$ cat src/rtl/saber_msg_decode.sv
// saber_msg_decode: Saber decryption message recovery.
// Unpacks ET-bit op terms, rounds v against them, packs message bits.
module saber_msg_decode #(
  parameter int ET = 4,
  parameter int EP = 10,
  parameter int EQ = 13,
  parameter int H2 = 2**(EP-2) - 2**(EP-ET-1) + 2**(EQ-EP-1),
  parameter int N  = 256,
  parameter int AW = 9
) (
  input  logic          clk,
  input  logic          rst_n,
  input  logic          start,
  output logic          read_sel,
  output logic [AW-1:0] read_address,
  input  logic [63:0]   read_data,
  output logic [AW-1:0] write_address,
  output logic [63:0]   write_data,
  output logic          write_en,
  output logic          busy,
  output logic          done
);

  localparam logic [2:0] S_IDLE    = 3'd0;
  localparam logic [2:0] S_OP_REQ  = 3'd1;
  localparam logic [2:0] S_OP_LOAD = 3'd2;
  localparam logic [2:0] S_V_REQ   = 3'd3;
  localparam logic [2:0] S_V_LOAD  = 3'd4;
  localparam logic [2:0] S_COMPUTE = 3'd5;
  localparam logic [2:0] S_STORE   = 3'd6;
  localparam logic [2:0] S_DONE    = 3'd7;

  localparam int            GW     = 4 * ET;
  localparam logic [6:0]    GW7    = 7'(GW);
  localparam logic [EP-1:0] H2C    = EP'(H2);
  localparam logic [AW-1:0] V_LAST = AW'(N / 4);

  logic [2:0]         state;
  logic [AW-1:0]      op_addr;
  logic [AW-1:0]      v_addr;
  logic [6:0]         fill;
  logic [3:0]         grp;
  logic [127:0]       opbuf;
  logic [3:0][EP-1:0] vbuf;
  logic [63:0]        m_buffer;

  logic [3:0][EP-1:0] opk;
  logic [3:0][EP-1:0] sum;
  logic [3:0]         bits;
  logic [6:0]         fill_less;

  // Each lane subtracts the scaled op term mod 2^EP and keeps the MSB.
  always_comb begin
    opk  = '0;
    sum  = '0;
    bits = '0;
    for (int k = 0; k < 4; k++) begin
      opk[k]  = {opbuf[k*ET +: ET], {(EP-ET){1'b0}}};
      sum[k]  = vbuf[k] + H2C - opk[k];
      bits[k] = sum[k][EP-1];
    end
  end

  assign fill_less = fill - GW7;

  assign busy       = (state != S_IDLE) && (state != S_DONE);
  assign done       = (state == S_DONE);
  assign write_en   = (state == S_STORE);
  assign write_data = m_buffer;
  assign read_sel   = (state == S_OP_REQ);

  always_comb begin
    read_address = '0;
    if (state == S_OP_REQ)
      read_address = op_addr;
    else if (state == S_V_REQ)
      read_address = v_addr;
  end

  always_ff @(posedge clk or negedge rst_n) begin
    if (!rst_n) begin
      state         <= S_IDLE;
      op_addr       <= '0;
      v_addr        <= '0;
      write_address <= '0;
      fill          <= '0;
      grp           <= '0;
      opbuf         <= '0;
      vbuf          <= '0;
      m_buffer      <= '0;
    end else begin
      case (state)
        S_IDLE, S_DONE: begin
          if (start) begin
            state         <= S_OP_REQ;
            op_addr       <= '0;
            v_addr        <= '0;
            write_address <= '0;
            fill          <= '0;
            grp           <= '0;
            opbuf         <= '0;
            m_buffer      <= '0;
          end
        end
        S_OP_REQ: state <= S_OP_LOAD;
        S_OP_LOAD: begin
          opbuf   <= opbuf | ({64'd0, read_data} << fill);
          fill    <= fill + 7'd64;
          op_addr <= op_addr + 1'b1;
          state   <= S_V_REQ;
        end
        S_V_REQ: state <= S_V_LOAD;
        S_V_LOAD: begin
          for (int k = 0; k < 4; k++)
            vbuf[k] <= read_data[16*k +: EP];
          v_addr <= v_addr + 1'b1;
          state  <= S_COMPUTE;
        end
        S_COMPUTE: begin
          m_buffer <= {bits, m_buffer[63:4]};
          opbuf    <= opbuf >> GW;
          fill     <= fill_less;
          grp      <= grp + 1'b1;
          if (grp == 4'hF)
            state <= S_STORE;
          else if (fill_less < GW7)
            state <= S_OP_REQ;
          else
            state <= S_V_REQ;
        end
        S_STORE: begin
          write_address <= write_address + 1'b1;
          if (v_addr == V_LAST)
            state <= S_DONE;
          else if (fill < GW7)
            state <= S_OP_REQ;
          else
            state <= S_V_REQ;
        end
        default: state <= S_IDLE;
      endcase
    end
  end

endmodule

$ cat config.mk
export PLATFORM = sky130hd
export DESIGN_NAME = saber_msg_decode
export DESIGN_NICKNAME = d
export VERILOG_FILES = /design/src/rtl/saber_msg_decode.sv
export SDC_FILE = /design/constraint.sdc
export NUM_CORES = 1
export LEC_CHECK = 0
export ABC_CLOCK_PERIOD_IN_PS = 4150
export CAP_MARGIN = 30
export CORE_MARGIN = 5
export CORE_UTILIZATION = 39
export DETAILED_ROUTE_END_ITERATION = 10
export GPL_TIMING_DRIVEN = 0
export SLEW_MARGIN = 30
export SYNTH_ARGS = -nofsm -noshare
export SYNTH_HDL_FRONTEND = slang
export SYNTH_SLANG_ARGS = --single-unit
$ cat constraint.sdc
create_clock -name clk -period 4.15 [get_ports clk]
set_input_delay 1.245 -clock clk [delete_from_list [all_inputs] [get_ports clk]]
set_output_delay 1.245 -clock clk [all_outputs]
set_load 0.01 [all_outputs]
==> impl_metrics.py <==
metrics = {
    "outcome": {
        "outcome": "finished clean",
    },
    "critical_path": {
        "cp_top_family": "buffers and inverters",
        "critPathSlowestCell": "clkdlybuf4s50_1",
        "r2r_setup_slack_ns": 1.59,
        "cp.arrival_ns": 2.70,
        "crit_chain": "buf_2, buf_1, mux2i_1, nor2_1, clkdlybuf4s50_1",
        "required_ns": 2.90,
        "critical_path_class": "flop to output port",
        "cp_num_buf_inv": 3,
        "path_max_fanout": 10,
        "slowest_delay_ns": 0.56,
        "startpoint_type": "flop",
        "cp-end-kind": "output port",
    },
    "yosys": {
        "synth_top_family_by_area": "compound AO/OA/AOI/OAI gates",
        "seq_area_frac_synth_pct": 46.40,
        "synth.most_common_cell": "dfrtp_1",
        "synthXorXnorAreaFrac_pct": 0.8001,
        "synth_area_leaders": "dfrtp_1, nand2_1, a22o_1",
        "syn_nets": 1504,
        "synthFlopType": "dfrtp_1",
        "yosys.area.top_type": "dfrtp_1",
        "synth_compound_area_share_pct": 23.36,
        "ys_types": 59,
        "synth_top_area_share_pct": 46.40,
        "syn_inst": 1407,
        "synth_commonest_cells": "dfrtp_1, nand2_1, a21oi_1",
        "synth_seq_cells": 261,
        "yosysWarnings": 0,
        "syn_area_sq_mm": 0.01407,
        "synth_edf_count": 0,
        "synthAdderAreaFrac_pct": 2.667,
        "avgSynthCellArea_sq_um": 10.00,
        "synth_async_sr_flop_share_pct": 100.0,
        "synth_mux_area_share_pct": 8.570,
        "synth-simple-area-share_pct": 13.06,
    },
    "timing": {
        "finalSetupViolCount": 0,
        "slew_headroom_pct": 40.08,
        "post-route-min-period_ns": 3.945,
        "final-hold-violation-count": 0,
        "slew_viol_final": 0,
        "rsz0062_at_grt": "no",
        "finalClockSkew_ns": 0.02650,
        "max_freq_mhz": 253.5,
        "tightest_slew_ns": 0.8987,
        "fin_setup_tns_ns": 0,
        "fin_crit_sh_pct": 95.07,
    },
    "detailed_routing": {
        "routed_wl_mm": 50.61,
        "num_vias": 12540,
        "avgRoutedWirePerCell_um": 24.35,
        "ant_nets": 0,
        "via_per_inst": 6.036,
        "drt_iter0_markers": 1232,
        "drtPass1Iterations": 8,
        "drcViolationCount": 0,
    },
    "die": {
        "die_y_um": 200.0,
        "io-pin-count": 153,
        "die_w_um": 200.0,
        "rows": 69,
        "die_area_sq_mm": 0.03999,
        "initial_utilization_pct": 39.57,
        "coreArea_sq_mm": 0.03557,
    },
    "placement": {
        "dp_hpwl_mm": 38.32,
        "place_congestion": 0.9604,
        "port_buffers": 152,
        "dp_cells": 2023,
    },
    "pwr": {
        "ir_worst_vdd_uv": 340.1,
        "power.density_mw_per_mm2": 369.7,
        "design_power_total_w": 0.006424,
        "p_leak_nw": 7.702,
    },
    "cts": {
        "cts_inserted_buffers": 30,
        "cts_resized": 0,
        "clock_latency_ns": 0.59,
        "cts_tree": "yes",
        "cts_max_level": 1,
        "post-cts-setup-buffers": 0,
        "clock_sinks": 261,
        "cts_hold_buf": 0,
        "cts_root_buf": "clkbuf_16",
        "clk_pin_slew_ns": 0.06,
        "cts_buffer_depth": 3,
    },
    "final_layout": {
        "antenna_cells": 0,
        "final_layout_size_suffix_gt1_share_pct": 12.12,
        "fill_cells": 3363,
        "fin_nets": 1691,
        "final_util_pct": 48.85,
        "area_growth_pct": 23.46,
        "final_cells": 2078,
    },
    "global_routing": {
        "grt_max_degree": 85,
        "grt_overflow": 0,
        "grt_pass1_vias": 12350,
        "grt_antenna_before_repair": 0,
        "grtUsageTotal_pct": 24.88,
        "grt_pass1_wl_mm": 76.80,
    },
    "flow_run": {
        "maxCapViolCount": 0,
    },
    "hold_path": {
        "min_path_type": "flop to flop",
    },
}
final timing paths:
path,endpoint,cells after the start,startpoint
min,op_addr[8],1,op_addr[8]
max,read_address[6],5,state[1]
min reg2reg,op_addr[8],1,op_addr[8]
max reg2reg,opbuf[48],6,state[1]
max in group asynchronous,write_data[3],2,rst_n
min in group asynchronous,write_address[7],1,rst_n
layout make-up:
class | count | area [sq um] | share of cell area (%)
sequential | 261 | 6531 | 37.59
multi-input combinational | 989 | 6820 | 39.25
buffer | 120 | 584.3 | 3.363
clock inverter | 14 | 224.0 | 1.289
tap | 461 | 576.8 | 3.319
clock buffer | 41 | 892.1 | 5.134
timing repair buffer | 155 | 1609 | 9.260
inverter | 37 | 138.9 | 0.7992
stage by stage:
stage,setup WS [ns],hold slack [ns],area (sq um)
3_3_place_gp,-9.924,0.4619,16170
6_report,0.2046,0.4753,17380
4_1_cts,0.2155,0.4766,17380
2_1_floorplan,1.559,0.4443,14070
3_5_place_dp,0.5943,0.4633,16260
5_1_grt,0.04281,0.4876,17380
registers in the layout, summed over array words and instances, names as in the netlist:
register       flops
fill               3
grp                4
op_addr            9
opbuf            128
state              3
v_addr             9
vbuf              32
write_address      9
write_data        64
layer usage:
layer | GRT usage (%) | vias to the layer above | share of wire, %
met1 | 35.04 | 6198 | 43
met4 | 8.075 | 0 | 3.6
met5 | 0 | - | 0
li1 | - | 5626 | -
met3 | 4.700 | 106 | 8.6
met2 | 39.06 | 613 | 45
power by group:
part / total (W) / internal (W) / switching [W]
Combinational: 0.000704 / 0.000382 / 0.000323
Clock: 0.00295 / 0.00181 / 0.00114
Sequential: 0.00277 / 0.00266 / 0.000108
Total: 0.00642 / 0.00486 / 0.00157
layout by cell type (no fill, tap or decap), types with 8 or more instances in the layout:
cell type,n
a21oi_1,93
clkbuf_1,57
a221o_1,32
mux2i_1,44
a22o_1,62
buf_4,8
dfrtp_1,261
nor2_1,81
nand2_1,194
clkdlybuf4s50_1,151
o21a_1,13
clkbuf_8,10
buf_2,35
a221oi_1,47
mux4_2,11
o21ai_0,70
buf_6,8
buf_1,13
nor3_1,40
clkbuf_16,30
nand3_1,30
ha_1,30
o311a_1,15
and3_1,22
a22oi_2,16
a211oi_1,27
nand4_1,8
o2bb2ai_1,16
inv_1,35
a22oi_1,10
mux2_2,46
cell families after synthesis:
family                   after synthesis
flip-flops                           261
XOR/XNOR                               6
multiplexers                         101
AO/OA/AOI/OAI                        442
buffers and inverters                157
AND/OR/NAND/NOR                      410
adder cells (fa/ha/maj)               30
worst register-to-register path, delay by kind of cell (launching register included):
kind,cells,cell delay (ns)
buf+inv,3,1.41
compound gates,1,0.14
flops,1,0.45
simple gates,2,0.47
No activity file was read; power rests on OpenSTA's default activity.
